[src/rtl/ex_stage.sv]
// ex_stage: execute stage with combinational ALU, single-cycle multiply and a serial restoring divider.
// Define EX_OVERFLOW_TRAP_EN to flag signed overflow on ADD/SUB and suppress their register write.
module ex_stage #(
    parameter int DATA_WIDTH = 32,
    parameter int ADDR_WIDTH = 5,
    parameter int OP_WIDTH   = 8,
    parameter int CAT_WIDTH  = 3
) (
    input  logic                  clock,
    input  logic                  reset,
    input  logic                  flush,
    input  logic [OP_WIDTH-1:0]   ex_operator,
    input  logic [CAT_WIDTH-1:0]  ex_category,
    input  logic [DATA_WIDTH-1:0] ex_operand1,
    input  logic [DATA_WIDTH-1:0] ex_operand2,
    input  logic [ADDR_WIDTH-1:0] ex_write_addr,
    input  logic                  ex_write_enable,
    input  logic [DATA_WIDTH-1:0] ex_return_target,
    input  logic                  ex_is_curr_in_delayslot,
    input  logic [DATA_WIDTH-1:0] hi_in,
    input  logic [DATA_WIDTH-1:0] lo_in,
    output logic [ADDR_WIDTH-1:0] write_addr,
    output logic                  write_enable,
    output logic [DATA_WIDTH-1:0] write_data,
    output logic                  hilo_write_enable,
    output logic [DATA_WIDTH-1:0] hi_out,
    output logic [DATA_WIDTH-1:0] lo_out,
    output logic                  is_in_delayslot,
    output logic                  overflow,
    output logic                  stall_request
);
    localparam int DW = DATA_WIDTH;
    localparam int CW = $clog2(DATA_WIDTH) + 1;
    localparam logic [OP_WIDTH-1:0] OP_AND = OP_WIDTH'(8'h24), OP_OR = OP_WIDTH'(8'h25);
    localparam logic [OP_WIDTH-1:0] OP_XOR = OP_WIDTH'(8'h26), OP_NOR = OP_WIDTH'(8'h27);
    localparam logic [OP_WIDTH-1:0] OP_SLL = OP_WIDTH'(8'h7C), OP_SRL = OP_WIDTH'(8'h02);
    localparam logic [OP_WIDTH-1:0] OP_SRA = OP_WIDTH'(8'h03), OP_ADD = OP_WIDTH'(8'h20);
    localparam logic [OP_WIDTH-1:0] OP_ADDU = OP_WIDTH'(8'h21), OP_SUB = OP_WIDTH'(8'h22);
    localparam logic [OP_WIDTH-1:0] OP_SUBU = OP_WIDTH'(8'h23), OP_SLT = OP_WIDTH'(8'h2A);
    localparam logic [OP_WIDTH-1:0] OP_SLTU = OP_WIDTH'(8'h2B), OP_MFHI = OP_WIDTH'(8'h10);
    localparam logic [OP_WIDTH-1:0] OP_MTHI = OP_WIDTH'(8'h11), OP_MFLO = OP_WIDTH'(8'h12);
    localparam logic [OP_WIDTH-1:0] OP_MTLO = OP_WIDTH'(8'h13), OP_MULT = OP_WIDTH'(8'h18);
    localparam logic [OP_WIDTH-1:0] OP_MULTU = OP_WIDTH'(8'h19), OP_DIV = OP_WIDTH'(8'h1A);
    localparam logic [OP_WIDTH-1:0] OP_DIVU = OP_WIDTH'(8'h1B);
    localparam logic [CAT_WIDTH-1:0] CAT_LOGIC = CAT_WIDTH'(1), CAT_SHIFT = CAT_WIDTH'(2);
    localparam logic [CAT_WIDTH-1:0] CAT_MOVE = CAT_WIDTH'(3), CAT_ARITH = CAT_WIDTH'(4);
    localparam logic [CAT_WIDTH-1:0] CAT_JUMP = CAT_WIDTH'(5);

    typedef enum logic [1:0] {S_FREE, S_BYZERO, S_ON, S_END} div_state_t;

    div_state_t      state_q, state_d;
    logic [CW-1:0]   cnt_q, cnt_d;
    logic [DW-1:0]   rem_q, rem_d, quo_q, quo_d, dvs_q, dvs_d;
    logic            qneg_q, qneg_d, rneg_q, rneg_d;
    logic [DW-1:0]   a, b, sum, diff, alu_res, wd, hi_v, lo_v, div_quo, div_rem;
    logic [2*DW-1:0] prod;
    logic [DW:0]     shifted, trial;
    logic            is_div, is_sdiv, is_mult, hwe, ovf;

    assign a       = ex_operand1;
    assign b       = ex_operand2;
    assign sum     = a + b;
    assign diff    = a - b;
    assign is_div  = ex_operator == OP_DIV || ex_operator == OP_DIVU;
    assign is_sdiv = ex_operator == OP_DIV;
    assign is_mult = ex_operator == OP_MULT;
    // Sign-extending both operands makes the low 2*DW bits of an unsigned multiply the signed product.
    assign prod    = {{DW{a[DW-1] & is_mult}}, a} * {{DW{b[DW-1] & is_mult}}, b};
`ifdef EX_OVERFLOW_TRAP_EN
    assign ovf = (ex_operator == OP_ADD && a[DW-1] == b[DW-1] && sum[DW-1] != a[DW-1]) ||
                 (ex_operator == OP_SUB && a[DW-1] != b[DW-1] && diff[DW-1] != a[DW-1]);
`else
    assign ovf = 1'b0;
`endif

    always_comb begin
        alu_res = '0;
        case (ex_operator)
            OP_AND:           alu_res = a & b;
            OP_OR:            alu_res = a | b;
            OP_XOR:           alu_res = a ^ b;
            OP_NOR:           alu_res = ~(a | b);
            OP_SLL:           alu_res = a << b[4:0];
            OP_SRL:           alu_res = a >> b[4:0];
            OP_SRA:           alu_res = $unsigned($signed(a) >>> b[4:0]);
            OP_ADD, OP_ADDU:  alu_res = sum;
            OP_SUB, OP_SUBU:  alu_res = diff;
            OP_SLT:           alu_res = {{(DW-1){1'b0}}, $signed(a) < $signed(b)};
            OP_SLTU:          alu_res = {{(DW-1){1'b0}}, a < b};
            default:          alu_res = '0;
        endcase
    end

    assign shifted = {rem_q, quo_q[DW-1]};
    assign trial   = shifted - {1'b0, dvs_q};
    assign div_quo = qneg_q ? -quo_q : quo_q;
    assign div_rem = rneg_q ? -rem_q : rem_q;

    always_comb begin
        state_d = state_q;
        cnt_d   = cnt_q;
        rem_d   = rem_q;
        quo_d   = quo_q;
        dvs_d   = dvs_q;
        qneg_d  = qneg_q;
        rneg_d  = rneg_q;
        if (flush) begin
            state_d = S_FREE;
        end else begin
            case (state_q)
                S_FREE: if (is_div) begin
                    state_d = b == '0 ? S_BYZERO : S_ON;
                    cnt_d   = '0;
                    rem_d   = '0;
                    quo_d   = is_sdiv && a[DW-1] ? -a : a;
                    dvs_d   = is_sdiv && b[DW-1] ? -b : b;
                    qneg_d  = is_sdiv && (a[DW-1] ^ b[DW-1]);
                    rneg_d  = is_sdiv && a[DW-1];
                end
                S_BYZERO: begin
                    state_d = S_END;
                    rem_d   = '0;
                    quo_d   = '0;
                end
                S_ON: begin
                    cnt_d   = cnt_q + 1'b1;
                    rem_d   = trial[DW] ? shifted[DW-1:0] : trial[DW-1:0];
                    quo_d   = {quo_q[DW-2:0], ~trial[DW]};
                    state_d = cnt_q == CW'(DW - 1) ? S_END : S_ON;
                end
                default: state_d = S_FREE;
            endcase
        end
    end

    always_ff @(posedge clock or negedge reset) begin
        if (!reset) begin
            state_q <= S_FREE;
            cnt_q   <= '0;
            rem_q   <= '0;
            quo_q   <= '0;
            dvs_q   <= '0;
            qneg_q  <= 1'b0;
            rneg_q  <= 1'b0;
        end else begin
            state_q <= state_d;
            cnt_q   <= cnt_d;
            rem_q   <= rem_d;
            quo_q   <= quo_d;
            dvs_q   <= dvs_d;
            qneg_q  <= qneg_d;
            rneg_q  <= rneg_d;
        end
    end

    always_comb begin
        wd   = ex_category == CAT_LOGIC || ex_category == CAT_SHIFT || ex_category == CAT_ARITH ? alu_res :
               ex_category == CAT_MOVE ? (ex_operator == OP_MFHI ? hi_in : ex_operator == OP_MFLO ? lo_in : '0) :
               ex_category == CAT_JUMP ? ex_return_target : '0;
        hwe  = 1'b0;
        hi_v = hi_in;
        lo_v = lo_in;
        if (state_q == S_END && !flush) begin
            hwe  = 1'b1;
            hi_v = div_rem;
            lo_v = div_quo;
        end else if (ex_operator == OP_MTHI) begin
            hwe  = 1'b1;
            hi_v = a;
        end else if (ex_operator == OP_MTLO) begin
            hwe  = 1'b1;
            lo_v = a;
        end else if (is_mult || ex_operator == OP_MULTU) begin
            hwe  = 1'b1;
            {hi_v, lo_v} = prod;
        end
    end

    assign write_addr        = reset ? ex_write_addr : '0;
    assign write_enable      = reset & ex_write_enable & ~ovf;
    assign write_data        = reset ? wd : '0;
    assign hilo_write_enable = reset & hwe;
    assign hi_out            = reset ? hi_v : '0;
    assign lo_out            = reset ? lo_v : '0;
    assign is_in_delayslot   = reset & ex_is_curr_in_delayslot;
    assign overflow          = reset & ovf;
    assign stall_request     = reset & ~flush & is_div & (state_q != S_END);
endmodule

[config.mk]
export PLATFORM = sky130hd
export DESIGN_NAME = ex_stage
export DESIGN_NICKNAME = d
export VERILOG_FILES = /design/src/rtl/ex_stage.sv
export SDC_FILE = /design/constraint.sdc
export NUM_CORES = 2
export LEC_CHECK = 0
export ABC_CLOCK_PERIOD_IN_PS = 31000
export CAP_MARGIN = 0
export CORE_MARGIN = 2
export CORE_UTILIZATION = 25
export CTS_BUF_LIST = sky130_fd_sc_hd__clkbuf_4
export DETAILED_ROUTE_END_ITERATION = 12
export GPL_TIMING_DRIVEN = 0
export SYNTH_ARGS = -nofsm -noshare
export SYNTH_HDL_FRONTEND = slang
export SYNTH_SLANG_ARGS = --single-unit
[constraint.sdc]
create_clock -name clock -period 31 [get_ports clock]
set_clock_uncertainty 0.05 [all_clocks]
set_input_delay 6.2 -clock clock [delete_from_list [all_inputs] [get_ports clock]]
set_output_delay 6.2 -clock clock [all_outputs]
set_load 0.02 [all_outputs]
# --- Word-level counts from Yosys, hierarchy flattened ---
# Index checks and enable logic that the tools add are counted.
totals:
  input_bits: 181
  regBits: 106
  elab_cells: 125
classes:
  add_sub_neg: 8
  bitwise_logic: 15
  eq_ne: 33
  multipliers: 1
  n_reduce_logical: 18
  shift: 3
  n_mux: 38
  n_lt_le_gt_ge: 2
op_table:
  columns: ["operator", "n"]
  rows:
  - ["32-bit 2-to-1 mux", 23]
  - ["32-bit one-hot mux with 11 select lines", 1]
  - ["32-bit one-hot mux with 3 select lines", 2]
  - ["32-bit negator", 4]
  - ["8-bit by 6-bit equality test with 1-bit output (second input constant)", 10]
  - ["8-bit by 5-bit equality test with 1-bit output (second input constant)", 8]
  - ["32-bit < comparator", 2]
  - ["33-bit by 33-bit multiplier with 64-bit output", 1]
  - ["33-bit by 32-bit subtractor with 33-bit output", 1]
  - ["32-bit adder", 1]
  - ["32-bit bitwise AND", 1]
  - ["32-bit zero test", 1]
  - ["32-bit inverter", 1]
  - ["32-bit bitwise OR", 1]
  - ["32-bit by 5-bit left shift with 32-bit output", 1]
  - ["32-bit by 5-bit right shift with 32-bit output", 1]
  - ["32-bit by 5-bit >>> shifter with 32-bit output", 1]
  - ["32-bit subtractor", 1]
  - ["32-bit XOR", 1]
  - ["8-bit by 2-bit equality test with 1-bit output (second input constant)", 2]
  - ["6-bit one-hot mux with 2 select lines", 1]
  - ["3-bit AND reduction", 3]
  - ["1-bit bitwise AND", 8]
  - ["8-bit by 7-bit equality test with 1-bit output (second input constant)", 1]
  - ["23 further kinds", 41]

# --- Depth between registers and ports, before layout ---
depth:
  ltp_word: 8
  mapped_depth: 35
  mapped_depth_nobuf: 30

# --- Least setup slack after synthesis ---
# Ideal clock, no wire load.
synth_timing:
  path_type: "input -> output"
  startpoint: "input port ex_operand2[2]"
  endpoint: "output port hi_out[23]"
  required_ns: 24.750
  setup_slack_ns: 9.724
  n_path_buf: 6
  arrival_time_ns: 15.026
  path_stages: 29
  path_cell_list: "clkbuf_1 > inv_1 > clkbuf_1 > buf_1 > clkbuf_1 > clkbuf_1 > nor2_1 > fa_1 > inv_1 > fa_1 > fa_1 > fa_1 > fa_1 > fa_1 > fa_1 > inv_1 > fa_1 > ha_1 > buf_6 > a211oi_2 > o21bai_1 > a311o_1 > a221o_1 > a221oi_1 > o21ai_1 > a41oi_2 > o21ai_1 > mux2i_1 > a2111oi_1"
synth_between:
  elab_chain_cells: 6
synth_lines:
  columns: ["element", "line_no", "source"]
  rows:
  - ["start, declared", "15", "input logic [DATA_WIDTH-1:0] ex_operand2,"]
  - ["33-bit by 33-bit multiplier with 64-bit output", "68", "assign prod = {{DW{a[DW-1] & is_mult}}, a} * {{DW{b[DW-1] & is_mult}}, b};"]
  - ["32-bit 2-to-1 mux", "173", "end else if (is_mult || ex_operator == OP_MULTU) begin"]
  - ["32-bit 2-to-1 mux", "170", "end else if (ex_operator == OP_MTLO) begin"]
  - ["32-bit 2-to-1 mux", "167", "end else if (ex_operator == OP_MTHI) begin"]
  - ["32-bit 2-to-1 mux", "163", "if (state_q == S_END && !flush) begin"]
  - ["32-bit 2-to-1 mux", "183", "assign hi_out = reset ? hi_v : '0;"]
  - ["end, declared", "26", "output logic [DATA_WIDTH-1:0] hi_out,"]
# Every way passes these cells.

# --- Worst setup path in the final report ---
layout_timing:
  startpoint: "input port ex_operand1[31]"
  endpoint: "output port hi_out[25]"
layout_between:
  elab_chain_cells: 7
layout_lines:
  columns: ["element", "line_no", "source"]
  rows:
  - ["start, declared", "14", "input logic [DATA_WIDTH-1:0] ex_operand1,"]
  - ["1-bit bitwise AND", "68", null]
  - ["33-bit by 33-bit multiplier with 64-bit output *", "68", null]
  - ["32-bit 2-to-1 mux *", "173", null]
  - ["32-bit 2-to-1 mux *", "170", null]
  - ["32-bit 2-to-1 mux *", "167", null]
  - ["32-bit 2-to-1 mux *", "163", null]
  - ["32-bit 2-to-1 mux *", "183", null]
# Mark *: on every way between the ends. The rest lies on a longest branch, timed or not.

==> metrics.txt <==
wire length per cell 34.8 um; CTS tree yes; # DRC 0; first-iteration detailed-routing DRC count 6962; Worst Path Required 24750 ps; post-synth net total 8759; post-synth top area share 39.4%; sequential cell area 2650 sq um; GP Congestion 1.05; Die Wd 483 um; min Tclk post-route 27800 ps; sequential share of the synthesized area 4.63%; Post-CTS Resized 0; Worst slew margin -12.5%; met3 Usage GRT 7.30%; Post-DP Area 64100 sq um; clock transition at the registers of the reported paths 210 ps; Die H 483 um; Cells after Synth 7099; status finished, violations left; num ports 287; die area 233000 sq um; total of max-cap violations 12; Multi-input gate area 48000 sq um; vias in the first global route 57600; most frequent cells in the layout inv_1, fa_1, nand2_1; global-route wire length before repair 489000 um; period utilization 89.7%; Total Routed Length 363000 um; failing checks max-capacitance violations, max-slew violations; CP Max Fanout 10; CTS sink count 106; gr ovfl total 0; Avg Vias per Cell 5.50; Critical Path Sink Type output port; met2 Usage GRT 46.9%; Post-Synthesis Cell Area 57300 sq um; Max Slew Vio Count 129; core area 228000 sq um; main flop type after synthesis dfrtp_1; Clock Path Buffers 2; Worst-Skew Late Latency 640 ps; largest cells by area after synthesis fa_1, inv_1, ha_1, nand2_1, dfrtp_1; DP HPWL 308000 um; PortBufs 281; post-synth top area cell fa_1; post-synth cell types 101; H-tree levels 3; Final #Nets 9059; crit path max-delay cell type clkinv_1; Final Cell Area 64300 sq um; Async S/R FF share, synth 100%; EDFF count, synth 0; Synth warnings 0; CTS root buf clkbuf_4; CP most frequent cell fa_1; gr busiest metal met2; area growth from synthesis to layout 12.1%; initial antenna violation count 36; Routed Antenna Nets 0; Fillers 24800; final hold vios 0; final setup fails 0; syn avg cell area 8.07 sq um; Setup TNS Final 0 ps; setup bufs post-CTS 0; Num CTS Buffers 9; layout cells sized above 1 2.39%; commonest non-fill, non-tap cell in the layout inv_1; WS Path Type primary input to output port; crit path launch type primary input; largest net degree at the start of global routing 73; GR Layer Usage met1 38.3%; num rows 175; unrepaired setup endpoints after global routing no; Initial Util 25.2%; CP max stage delay 1160 ps; Hold Buf Count CTS 0; DR vias 57300; global-route usage over all layers 30.6%; first-pass iteration count of the detailed router 6; HP Class flop to flop; crit path DAT 21550 ps; Worst Tran Pin Value 1690 ps; fmax 36.0 MHz; post-synthesis register bit count 106
-- routing by layer --
| layer | vias to the layer above | share of wire, % |
|---|---|---|
| li1 | 23100 | - |
| met3 | 944 | 9.9 |
| met2 | 3761 | 43 |
| met5 | - | 0.055 |
| met1 | 29400 | 39 |
| met4 | 28 | 8.1 |
-- cell type report --
cell class / instances / area share (%)
multi-input cells: 5210 / 74.6
inverters: 1323 / 7.73
well taps: 3009 / 5.86
repair buffers: 289 / 4.56
flip-flops and latches: 106 / 4.13
plain buffers: 460 / 2.80
clock inverters: 7 / 0.148
clock buffers: 9 / 0.105
diodes: 14 / 0.0545
-- cells by family after synthesis --
family	Yosys count	share of synthesized area, %
buffers and inverters	1783	11.8
AND/OR/NAND/NOR	2053	15.2
other	1	0.00654
flip-flops	106	4.63
adder cells (fa/ha/maj)	1479	47.1
AO/OA/AOI/OAI	1301	14.7
multiplexers	141	2.99
XOR/XNOR	235	3.65
-- state kept, by name, summed over array words and instances, names as in the netlist --
signal	cells
cnt_q	6
dvs_q	32
qneg_q	1
quo_q	32
rem_q	32
rneg_q	1
state_q	2
-- path summary, 6_finish.rpt --
| check | start | slack, ps | cells past startpoint | to |
|---|---|---|---|---|
| worst max-delay path | ex_operand1[31] | 3200 | 32 | hi_out[25] |
| worst min-delay path | dvs_q[22] | 460 | 2 | dvs_q[22] |
| worst max register to register | state_q[0] | 26880 | 10 | rem_q[9] |
| worst min register to register | dvs_q[22] | 460 | 2 | dvs_q[22] |
| max in group asynchronous | reset | 24770 | 2 | rem_q[15] |
| min in group asynchronous | reset | 5390 | 1 | rneg_q |
-- through the flow --
| step | setup WS [ps] | util, % | cells | hold WS (ps) |
|---|---|---|---|---|
| after floorplan | 9720 | - | 7099 | 400 |
| after global routing | 3360 | 28.2 | 10400 | 489 |
| final | 3200 | 28.2 | 10400 | 461 |
| after CTS | 3850 | 28.2 | 10400 | 467 |
| after global placement | 3520 | 28.1 | 10400 | 416 |
| after detailed placement | 3860 | 28.1 | 10400 | 420 |
-- Yosys cell counts, types with 25 or more instances --
| master | number |
|---|---|
| nor4_1 | 37 |
| ha_1 | 351 |
| nor2b_1 | 45 |
| inv_1 | 1305 |
| nor2_1 | 575 |
| xnor2_1 | 176 |
| a22oi_1 | 32 |
| o21a_1 | 28 |
| nand3_1 | 57 |
| or3_1 | 25 |
| nand2_1 | 1054 |
| o21ai_0 | 385 |
| xor2_1 | 57 |
| buf_1 | 100 |
| a211oi_1 | 70 |
| o22ai_1 | 39 |
| o31ai_1 | 46 |
| o211ai_1 | 47 |
| nand2b_1 | 33 |
| a21o_1 | 56 |
| a31oi_1 | 44 |
| a21oi_1 | 286 |
| nor3_1 | 92 |
| dfrtp_1 | 106 |
| clkbuf_1 | 342 |
| fa_1 | 1128 |
| mux2i_1 | 108 |
| a221oi_1 | 66 |
-- worst max-delay path: cells and delay by family --
kind,cells,cell delay [ps]
AND/OR/NAND/NOR,7,2490
buffers and inverters,13,6230
adder cells (fa/ha/maj),9,4780
AO/OA/AOI/OAI,3,1750
Power is not shown: default switching activity piles up to over one toggle a cycle in this logic, so the estimate is an artifact.
